<file path="config.mk">
export PLATFORM = sky130hd
export DESIGN_NAME = dma_fifo
export DESIGN_NICKNAME = d
export VERILOG_FILES = /design/src/rtl/dma_fifo_pkg.sv /design/src/rtl/dma_ptr_counter.sv /design/src/rtl/dma_fifo.sv
export SDC_FILE = /design/constraint.sdc
export NUM_CORES = 1
export LEC_CHECK = 0
export BUFFER_PORTS_ARGS = -buffer_cell sky130_fd_sc_hd__buf_2
export CAP_MARGIN = 15
export CORE_MARGIN = 1
export CORE_UTILIZATION = 30
export CTS_CLUSTER_DIAMETER = 100
export DETAILED_ROUTE_END_ITERATION = 16
export GPL_ROUTABILITY_DRIVEN = 1
export GPL_TIMING_DRIVEN = 0
export PLACE_DENSITY = 0.48
export RECOVER_POWER = 25
export SETUP_SLACK_MARGIN = 0.05
export SLEW_MARGIN = 20
export SYNTH_ARGS = -nofsm -noshare
export SYNTH_HDL_FRONTEND = slang
export SYNTH_HIERARCHICAL = 1
export SYNTH_SLANG_ARGS = --single-unit
</file>
<file path="constraint.sdc">
create_clock -name clk -period 6.75 [get_ports clk]
set_clock_uncertainty 0.2 [all_clocks]
set_input_delay 1.35 -clock clk [delete_from_list [all_inputs] [get_ports clk]]
set_output_delay 1.35 -clock clk [all_outputs]
set_load 0.01 [all_outputs]
</file>
<file path="src/rtl/dma_fifo_pkg.sv">
// rtl/dma_fifo_pkg.sv - shared op encoding and default geometry for the DMA FIFO
package dma_fifo_pkg;

  typedef enum logic {
    OP_RD = 1'b0,
    OP_WR = 1'b1
  } fifo_op_e;

  localparam int DATA_DEF       = 16;
  localparam int ADDR_SIZE_DEF  = 5;
  localparam int DIV_FACTOR_DEF = 3;

endpackage

</file>
<file path="src/rtl/dma_ptr_counter.sv">
// rtl/dma_ptr_counter.sv - modulo up/down pointer counter for the DMA FIFO
module dma_ptr_counter #(
  parameter int W = 5
) (
  input  logic         clk,
  input  logic         rst,
  input  logic         clr,
  input  logic         en,
  input  logic         up,
  output logic [W-1:0] ptr
);

  // Wrap modulo 2^W falls out of the natural W-bit overflow.
  always_ff @(posedge clk or negedge rst) begin
    if (!rst) begin
      ptr <= '0;
    end else if (clr) begin
      ptr <= '0;
    end else if (en) begin
      ptr <= up ? ptr + W'(1) : ptr - W'(1);
    end
  end

endmodule

</file>
<file path="src/rtl/dma_fifo.sv">
// rtl/dma_fifo.sv - first-word-fall-through DMA FIFO with watermark and one-step retraction
module dma_fifo
  import dma_fifo_pkg::*;
#(
  parameter int DATA       = DATA_DEF,
  parameter int ADDR_SIZE  = ADDR_SIZE_DEF,
  parameter int DIV_FACTOR = DIV_FACTOR_DEF
) (
  input  logic            clk,
  input  logic            rst,
  input  logic            clr,
  input  logic            fifo_enable,
  input  logic            fifo_wr_rd,
  input  logic            fifo_old_add_flag,
  input  logic [DATA-1:0] fifo_in,
  output logic [DATA-1:0] fifo_out,
  output logic            full,
  output logic            empty,
  output logic            empty_partial
);

  localparam int                 DEPTH   = 1 << ADDR_SIZE;
  localparam logic [ADDR_SIZE:0] DEPTH_C = (ADDR_SIZE+1)'(1) << ADDR_SIZE;
  localparam logic [ADDR_SIZE:0] WMARK_C = DEPTH_C >> DIV_FACTOR;

  logic [DATA-1:0]      mem [DEPTH];
  logic [ADDR_SIZE-1:0] rd_ptr;
  logic [ADDR_SIZE-1:0] wr_ptr;
  logic [ADDR_SIZE:0]   count;
  logic                 old_q;

  logic retract;
  logic wr_ret;
  logic rd_ret;
  logic do_wr;
  logic do_rd;

  assign empty         = (count == '0);
  assign full          = (count == DEPTH_C);
  assign empty_partial = (count <= WMARK_C);

  // Only the rising edge of the flag retracts; while it is high normal ops are blocked.
  assign retract = fifo_old_add_flag && !old_q;
  assign wr_ret  = retract && (fifo_wr_rd == OP_WR) && !empty;
  assign rd_ret  = retract && (fifo_wr_rd == OP_RD) && !full;
  assign do_wr   = fifo_enable && !fifo_old_add_flag && (fifo_wr_rd == OP_WR) && !full;
  assign do_rd   = fifo_enable && !fifo_old_add_flag && (fifo_wr_rd == OP_RD) && !empty;

  dma_ptr_counter #(.W(ADDR_SIZE)) u_wr_ptr (
    .clk (clk),
    .rst (rst),
    .clr (clr),
    .en  (do_wr || wr_ret),
    .up  (do_wr),
    .ptr (wr_ptr)
  );

  dma_ptr_counter #(.W(ADDR_SIZE)) u_rd_ptr (
    .clk (clk),
    .rst (rst),
    .clr (clr),
    .en  (do_rd || rd_ret),
    .up  (do_rd),
    .ptr (rd_ptr)
  );

  always_ff @(posedge clk or negedge rst) begin
    if (!rst) begin
      count <= '0;
      old_q <= 1'b0;
    end else if (clr) begin
      count <= '0;
      old_q <= 1'b0;
    end else begin
      old_q <= fifo_old_add_flag;
      if (do_wr || rd_ret) begin
        count <= count + (ADDR_SIZE+1)'(1);
      end else if (do_rd || wr_ret) begin
        count <= count - (ADDR_SIZE+1)'(1);
      end
    end
  end

  always_ff @(posedge clk) begin
    if (do_wr && !clr) begin
      mem[wr_ptr] <= fifo_in;
    end
  end

  assign fifo_out = empty ? '0 : mem[rd_ptr];

endmodule

</file>
; Word level (Yosys, flattened, before mapping)
; Memory sizes are Yosys's and may differ from the RTL's.
; Cells that the tools add are included.
[op_classes]
n_eq_ne = 1
div = 0
bitwise = 1
n_addsub = 6
mux = 13
magnitude_cmp = 1
n_mul = 0
shift = 0
reduce_logical = 24
[ops]
columns = op, count
row1 = 5-bit 2-to-1 mux, 6
row2 = 6-bit 2-to-1 mux, 3
row3 = 16-bit 2-to-1 mux, 1
row4 = 1-bit logical AND, 11
row5 = "5-bit by 1-bit adder with 5-bit output, second input constant", 2
row6 = "5-bit by 1-bit subtractor with 5-bit output, second input constant", 2
row7 = "6-bit by 1-bit adder with 6-bit output, second input constant", 1
row8 = "6-bit equality test, second input constant", 1
row9 = "6-bit by 3-bit less-or-equal comparator with 1-bit output, second input constant", 1
row10 = 6-bit logical NOT, 1
row11 = "6-bit by 1-bit subtractor with 6-bit output, second input constant", 1
row12 = 1-bit logical NOT, 5
row13 = 1-bit logical OR, 4
row14 = 2-bit nonzero test, 2
row15 = 1-bit 2-to-1 mux, 3
row16 = 3-bit nonzero test, 1
row17 = 1-bit inverter, 1
[totals]
out_inout_bits = 19
romBits = 0
mem_bits_rw = 512
latchBits = 0
ff_bits = 17
mem_count = 1
elab_cells = 51
input_bits = 22
[memory_table]
columns = name, depth, width, read_ports, rd_clocked_by_memory_dff, wr, line
row1 = mem, 32, 16, 1, 0, 1, dma_fifo.sv:26  ; logic [DATA-1:0] mem [DEPTH];

; Depth between registers and ports, before layout
; Gate-level depths: netlist of the first run.
[depth]
ltp_word = 8
ltp_mapped = 10

; Hierarchy
; Netlist of the first run, hierarchy kept.
[by_module_without_submodules]
columns = module, instances, cells_per_inst, area_per_inst_um2, seq_area_each_um2
row1 = dma_fifo, 1, 867, 20236.9, 15549.9
row2 = dma_ptr_counter, 2, 32, 335.3, 125.1

; Worst setup path before layout of the first run
; No wires, ideal clock.
[synth_timing]
kind = in2reg
start = in fifo_old_add_flag
end = reg u_wr_ptr.ptr[4]
required_ps = 6422
cell_stages = 8
t_arrival_ps = 3333
path_buffers = 0
slack_ps = 3089
path_cell_list = nand3b_1 nor2_2 inv_1 fa_1 a21o_1 a21oi_2 mux2i_1 mux2_1
[synth_via]
elab_chain_cells = 7
elab_cells_between_ends = 12
classes_between = mux (3) / reduce/logical (9)
[synth_lines]
columns = element, line
row1 = "start, declared", dma_fifo.sv:14  ; input logic fifo_old_add_flag,
row2 = 1-bit logical NOT (*), dma_fifo.sv:46  ; assign do_wr = fifo_enable && !fifo_old_add_flag && (fifo_wr_rd == OP_WR) && !full;
row3 = 1-bit logical AND (*) (3 in series), dma_fifo.sv:46
row4 = via do_wr, dma_fifo.sv:35  ; logic do_wr;
row5 = 5-bit 2-to-1 mux, dma_ptr_counter.sv:20  ; ptr <= up ? ptr + W'(1) : ptr - W'(1);
row6 = 5-bit 2-to-1 mux, dma_ptr_counter.sv:19  ; end else if (en) begin
row7 = 5-bit 2-to-1 mux, dma_ptr_counter.sv:17  ; end else if (clr) begin
row8 = "end signal, assigned", dma_ptr_counter.sv:20
row9 = "end, declared", dma_ptr_counter.sv:10  ; output logic [W-1:0] ptr
; Mark *: on every way through the listed nets, which the timed path passes. The rest lies on a longest branch. The select of a mux whose other input is x is not followed.
; A chain may end at the register's enable or synchronous reset.

; Worst setup path in the final report of the first run
[layout_timing]
start = reg u_rd_ptr.ptr[1]
end = out fifo_out[5]
[layout_via]
elab_chain_cells = 2
[layout_lines]
columns = element, line
row1 = "start, declared", dma_ptr_counter.sv:10
row2 = "start signal, assigned", dma_ptr_counter.sv:20
row3 = memory read 32 x 16 bit, -
row4 = 16-bit 2-to-1 mux, dma_fifo.sv:90  ; assign fifo_out = empty ? '0 : mem[rd_ptr];
row5 = "end, declared", dma_fifo.sv:16  ; output logic [DATA-1:0] fifo_out,
; No other way between the ends.

==> flow_metrics.tcl, run 1 <==
set metrics [dict create \
    status "finished, final reports clean" \
    start_util_pct 30.38 \
    worstHoldPathCells 2 \
    diodes 0 \
    wirelength_mm 49.40 \
    syn_inst 931 \
    area_growth_pct 15.90 \
    cts_resized 0 \
    synth_cell_types 52 \
    cts_setup_buffers 0 \
    via_count 9627 \
    r2r_slack_ns 3.56 \
    endpoint_kind "output pin" \
    final_net_count 1066 \
    die_area_sq_um 70750 \
    fmax_mhz 175.8 \
    rsz0062_at_grt "false" \
    path_clk_slew_ns 0.06 \
    cts_tree "done" \
    clockBufferDepth 3 \
    wl_per_cell_um 24.63 \
    drive_above_1_share_pct 30.51 \
    firstDrtPassIters 5 \
    ant_nets 0 \
    numCtsBuffers 56 \
    gp_congestion 0.7520 \
    powerDensity_nw_per_um2 332.9 \
    highest_layer "met4" \
    grt.total_usage_pct 14.35 \
    cts_root_buf "clkbuf_16" \
    fp.dieW_um 266.0 \
    clock_latency_ns 0.60 \
    worst-setup-path-type "reg2out" \
    std_cell_rows 96 \
    routed-wl-met3_mm 2.445 \
    cts_max_level 2 \
    grt_pass1_wl_mm 72.05 \
    r2r_end "u_rd_ptr/ptr[4]$_DFFE_PN0P_" \
    ys.flop_type "edfxtp_1" \
    async_reset_ff_share_pct 3.214 \
    maxCapViolations 0 \
    cts_hold_buf 0 \
    setup_tns_ns 0 \
    placed_area_sq_um 22540 \
    avgSynthCellArea_sq_um 22.46 \
    dieHeight_um 266.0 \
    worst_pin_slew_ns 1.467 \
    synth_top_area_share_pct 73.54 \
    p_leak_uw 0.007336 \
    hold_viol 0 \
    io_pins 41 \
    max_slew_margin_pct 2.192 \
    antenna_found_initial 1 \
    ys_seq_area_share_pct 75.57 \
    peakVddDrop_mv 0.1910 \
    gr-total-overflow 0 \
    synth_edf_count 512 \
    yosys-top-cells-area "edfxtp_1 74%, mux4_2 17%, dfrtp_1 2.0%" \
    drcViolationCount 0 \
    syn_area_sq_um 20910 \
    grt_max_degree 33 \
    wl_met1_mm 23.05 \
    final_area_sq_um 24230 \
    finalMaxSlewViolations 0 \
    path_max_fanout 10 \
    wl_met2_mm 22.99 \
    report.final.setup_viol 0 \
    yosysMostFrequentCell "edfxtp_1" \
    vias_per_cell 4.799 \
    start_kind "register" \
    holdCritPathClass "reg2reg" \
    ys_warn_count 6 \
    synth_nets 964 \
    worstPathArrival_ns 4.14 \
    period_share_pct 84.27 \
    fin_cells 2006 \
    finalCriticalPeriod_ns 5.688 \
    yosys.area.top_type "edfxtp_1" \
    post-dp-hpwl_mm 30.81 \
    ys_ff_latch 529 \
    port-buffer-count 40 \
    synth_common_cells "512 x edfxtp_1, 160 x mux4_2, 64 x nor2_1" \
    place_inst 1906 \
    drt_iter0_drc 899 \
    required_ns 5.20 \
    holdPathEnd "count[3]$_DFFE_PN0P_" \
    core_sq_um 68830 \
    numClockSinks 529 \
    first_global_vias 10063 \
    hp-start "count[3]$_DFFE_PN0P_" \
    regToRegStartpoint "count[2]$_DFFE_PN0P_" \
    rr_worst_depth 9 \
]
through the flow:
| stage | utilization (%) | setup slack (ns) | power, uW | hold WS, ns |
|---|---|---|---|---|
| after floorplan | - | 3.089 | 4685 | 0.2760 |
| after global placement | 32.36 | 1.777 | 5210 | 0.3050 |
| after detailed placement | 32.75 | 1.728 | 5248 | 0.3140 |
| after CTS | 35.22 | 1.045 | 8150 | 0.3265 |
| after global routing | 35.21 | 0.9039 | 8371 | 0.3706 |
| final | 35.21 | 1.062 | 8066 | 0.3223 |
power breakdown:
part           leakage, uW  internal (uW)  switching (uW)
registers          0.00482           3640            51.0
clock network     0.000824           1640            1260
logic              0.00169            632             839
how the worst max path moves through the flow:
stage                                     start  slack (ns)  depth (start not counted)                     endpoint
finish              u_rd_ptr/ptr[1]$_DFFE_PN0P_        1.06                          7                  fifo_out[5]
floorplan                     fifo_old_add_flag        3.09                          8  u_wr_ptr/ptr[4]$_DFFE_PN0P_
detailed placement  u_rd_ptr/ptr[1]$_DFFE_PN0P_        1.73                          7                  fifo_out[5]
global route        u_rd_ptr/ptr[1]$_DFFE_PN0P_        0.90                          7                  fifo_out[5]
CTS                 u_rd_ptr/ptr[1]$_DFFE_PN0P_        1.05                          7                  fifo_out[5]
global placement    u_rd_ptr/ptr[1]$_DFFE_PN0P_        1.78                          7                  fifo_out[5]
final cells by class:
cell class                      count  area (sq um)
Tap cell                          931          1165
Clock inverter                     28         242.7
Sequential cell                   529         15800
Clock buffer                       72          1461
Fill cell                        6377         44590
Inverter                            4         15.01
Timing Repair Buffer               44         231.5
Buffer                             48         219.0
Multi-Input combinational cell    350          5097
flip-flops by register name, summed over array words and instances (netlist names):
| name | cells |
|---|---|
| old_q | 1 |
| count | 6 |
| mem | 512 |
| u_rd_ptr/ptr | 5 |
| u_wr_ptr/ptr | 5 |
worst max-delay path, cell delays in order (launching register included):
cell and delay, ns:
dfrtp_1 0.47, clkbuf_1 0.57, buf_1 0.78, mux4_2 0.44, mux4_2 0.54, mux2i_1 0.51
nor2_1 0.07, buf_2 0.16
layout by cell type (no fill, tap or decap), types with 5 or more instances in the layout:
master     synthesis  routed
a21o_1             5       5
buf_1             14      11
buf_2             16      45
clkbuf_1          14      41
clkbuf_16          0      56
clkinv_1           0      15
clkinv_2           0       6
dfrtp_1           17      17
edfxtp_1         512     512
ha_1               9       9
mux2i_1           21      21
mux4_2           160     160
nand2_1           15      15
nor2_1            64      32
nor2_2             1       5
nor2_4             0      28
nor3_1             5       5
xnor2_1            6       6
layer usage:
metal  global-route usage (%)  up-vias
met5                        0        -
met4                    3.604        0
met3                    2.514       67
met2                    22.45      252
met1                    20.72     5188
li1                         -     4120
cells by family (layout without fill, tap and decap cells):
group | count (synthesis) | count (layout) | synth area share [%]
flip-flops | 529 | 529 | 75.57
multiplexers | 183 | 183 | 18.35
AND/OR/NAND/NOR | 117 | 117 | 2.759
buffers and inverters | 52 | 196 | 1.101
AO/OA/AOI/OAI | 32 | 32 | 1.197
adder cells (fa/ha/maj) | 11 | 11 | 0.7301
XOR/XNOR | 7 | 7 | 0.2932
(Power assumes the default switching activity.)
==> run 2: changes to the inputs <==
ABC_AREA = 1   (was unset)
PLACE_DENSITY = 0.5   (was 0.48)
clock period = 4.57 ns   (was 6.75 ns; I/O delays follow)
==> run 2 against run 1 <==
  * Non-clock buffer count increased by 70
  * Largest cell class unchanged
  * Core utilization increased by 0.36 points
  * Cell area increased by 3.5%
  * Clock power is 55% higher
  * Combinational power rose by 95%
  * Global-route usage increased by 5.2 points
  * Die area increased by 2.9%
  * The flow now finishes with violations (capacitance limit, slew limit)
  * Synthesized cell count grew 79%
  * Power is 59% higher
  * Sequential share of layout area shrank 2.2 points
  * Flip-flop and latch count unchanged
  * Final cell count rose by 38%
==> flow_metrics.tcl, run 2 <==
set metrics [dict create \
    status "finished with violations" \
    violations "capacitance limit, slew limit" \
    max_slew_margin_pct -30.85 \
    synth_cell_types 35 \
    gr-total-overflow 0 \
    std_cell_rows 97 \
    worstPathArrival_ns 3.38 \
    first_global_vias 14411 \
    synth_common_cells "512 x edfxtp_1, 344 x nor2_1, 272 x o21ai_0" \
    fmax_mhz 222.3 \
    path_clk_slew_ns 0.06 \
    hold_viol 0 \
    numClockSinks 529 \
    ys_ff_latch 529 \
    syn_area_sq_um 21520 \
    vias_per_cell 5.309 \
    whs_ns 0.2522 \
    holdCritPathClass "in2async" \
    peakVddDrop_mv 0.2852 \
    ys_warn_count 6 \
    yosys-top-cells-area "edfxtp_1 71%, o21ai_0 6.3%, nor2_1 6.0%" \
    cts_tree "done" \
    syn_inst 1662 \
    setup_tns_ns 0 \
    io_pins 41 \
    final_core_util_pct 35.56 \
    start_kind "register" \
    gp_congestion 0.8854 \
    die_area_sq_um 72810 \
    grt_max_degree 33 \
    via_count 14659 \
    endpoint_kind "output pin" \
    maxCapViolations 11 \
    largest_reg_flops 512 \
    layout_commonest_cell "edfxtp_1" \
    yosys.area.top_type "edfxtp_1" \
    period_share_pct 98.43 \
    async_reset_ff_share_pct 3.214 \
    avgSynthCellArea_sq_um 12.95 \
    final_area_sq_um 25080 \
    fp.dieW_um 269.8 \
    cts_setup_buffers 0 \
    worst-setup-path-type "reg2out" \
    yosysMostFrequentCell "edfxtp_1" \
    post-dp-hpwl_mm 46.56 \
    firstDrtPassIters 5 \
    drcViolationCount 0 \
    grt.total_usage_pct 19.50 \
    synth_top_area_share_pct 71.44 \
    numCtsBuffers 56 \
    powerDensity_nw_per_um2 511.7 \
    cts_root_buf "clkbuf_16" \
    grt_pass1_wl_mm 102.9 \
    cts_max_level 2 \
    reg_top3 "mem: 512 flops, count: 6 flops" \
    ant_nets 0 \
    final_net_count 1808 \
    clockBufferDepth 3 \
    finalCriticalPeriod_ns 4.498 \
    wl_per_cell_um 25.93 \
    p_leak_uw 0.008261 \
    placed_area_sq_um 23260 \
    drive_above_1_share_pct 13.25 \
    synth_nets 1695 \
    cts_hold_buf 0 \
    ys_seq_area_share_pct 73.42 \
    worst_pin_slew_ns 1.963 \
    clock_latency_ns 0.61 \
    wirelength_mm 71.58 \
    port-buffer-count 40 \
    synth_edf_count 512 \
    critical-path-slowest-cell "dfrtp_2" \
    ys.flop_type "edfxtp_1" \
    drt_iter0_drc 1691 \
    antenna_found_initial 0 \
    start_util_pct 30.52 \
    dieHeight_um 269.8 \
    core_sq_um 70510 \
    rsz0062_at_grt "false" \
    area_growth_pct 16.53 \
    path_max_fanout 10 \
    rr_worst_depth 8 \
    slowest_delay_ns 0.53 \
    path_cells "inv_2 -> buf_4 -> clkbuf_2 -> o21ai_0 -> o221ai_1 -> nand3_1 -> o211ai_1 -> nand2_1 -> nor2_1 -> buf_2" \
    report.final.setup_viol 0 \
    largest-register "mem" \
    required_ns 3.46 \
    finalMaxSlewViolations 363 \
    mostFrequentLayoutCells "512 x edfxtp_1, 308 x nor2_1, 272 x o21ai_0" \
]
==> run 2: cell count changes in the layout (fill, tap and decap cells not counted), moves of 67 or more <==
cell | previous run | this run
mux4_2 | 160 | 0
nor2_1 | 32 | 308
o21ai_0 | 2 | 272
o221ai_1 | 0 | 91
nand2_1 | 15 | 92
nand3_1 | 4 | 71
==> run 2: metal layers <==
| metal | vias up | wire, um | track usage, % |
|---|---|---|---|
| li1 | 6456 | - | - |
| met1 | 7530 | 31530 | 27.07 |
| met2 | 576 | 33720 | 31.71 |
| met3 | 97 | 4761 | 3.165 |
| met4 | 0 | 1570 | 4.919 |
| met5 | - | 0 | 0 |
==> run 2: worst paths after layout <==
check	startpoint	to	slack, ns
max in group asynchronous	rst	u_rd_ptr/ptr[0]$_DFFE_PN0P_	3.23
min in group clk	count[5]$_DFFE_PN0P_	count[5]$_DFFE_PN0P_	0.32
worst max-delay path	u_rd_ptr/ptr[0]$_DFFE_PN0P_	fifo_out[0]	0.07
worst min register to register	count[5]$_DFFE_PN0P_	count[5]$_DFFE_PN0P_	0.32
worst min-delay path	rst	count[2]$_DFFE_PN0P_	0.25
worst max register to register	count[0]$_DFFE_PN0P_	mem[13][8]$_DFFE_PP_	1.72
==> run 2: layout make-up <==
cell class | instances | area [sq um]
antenna | 2 | 5.005
buffer | 107 | 620.6
clock buffer | 74 | 1511
clock inverter | 28 | 269.0
fill | 6769 | 45440
inverter | 43 | 161.4
multi-input combinational | 983 | 5154
sequential | 529 | 15800
tap | 940 | 1176
timing repair buffer | 55 | 379.1
==> run 2: per-stage QoR <==
step,std cells,setup slack (ns),power [uW]
after CTS,2759,0.05272,12830
final,2761,0.07194,12830
after detailed placement,2657,0.5571,8374
after global routing,2759,0.05019,13270
after floorplan,1662,1.513,7062
after global placement,2642,0.2135,8324
==> run 2: worst max-delay path: cells and delay by family, from the launching register on <==
family | cells | cell delay [ns]
flops | 1 | 0.53
simple gates | 3 | 0.64
buf+inv | 4 | 0.87
compound gates | 3 | 0.72
==> run 2: report_power, final <==
group	total [uW]	switching [uW]	internal, uW
combinational	2870	2090	780
clock	4490	1900	2600
sequential	5470	86.3	5380
total	12800	4080	8760
==> run 2: timing repair <==
action	4_1_cts	5_1_grt
resized for setup	8	37
endpoints found under the setup margin	6	11
endpoints found under the hold margin	0	0
==> run 2: cell families after synthesis <==
family,share of synthesized area [%]
buffers and inverters,3.448
flip-flops,73.42
AND/OR/NAND/NOR,9.866
AO/OA/AOI/OAI,12.44
XOR/XNOR,0.1221
adder cells (fa/ha/maj),0.7093
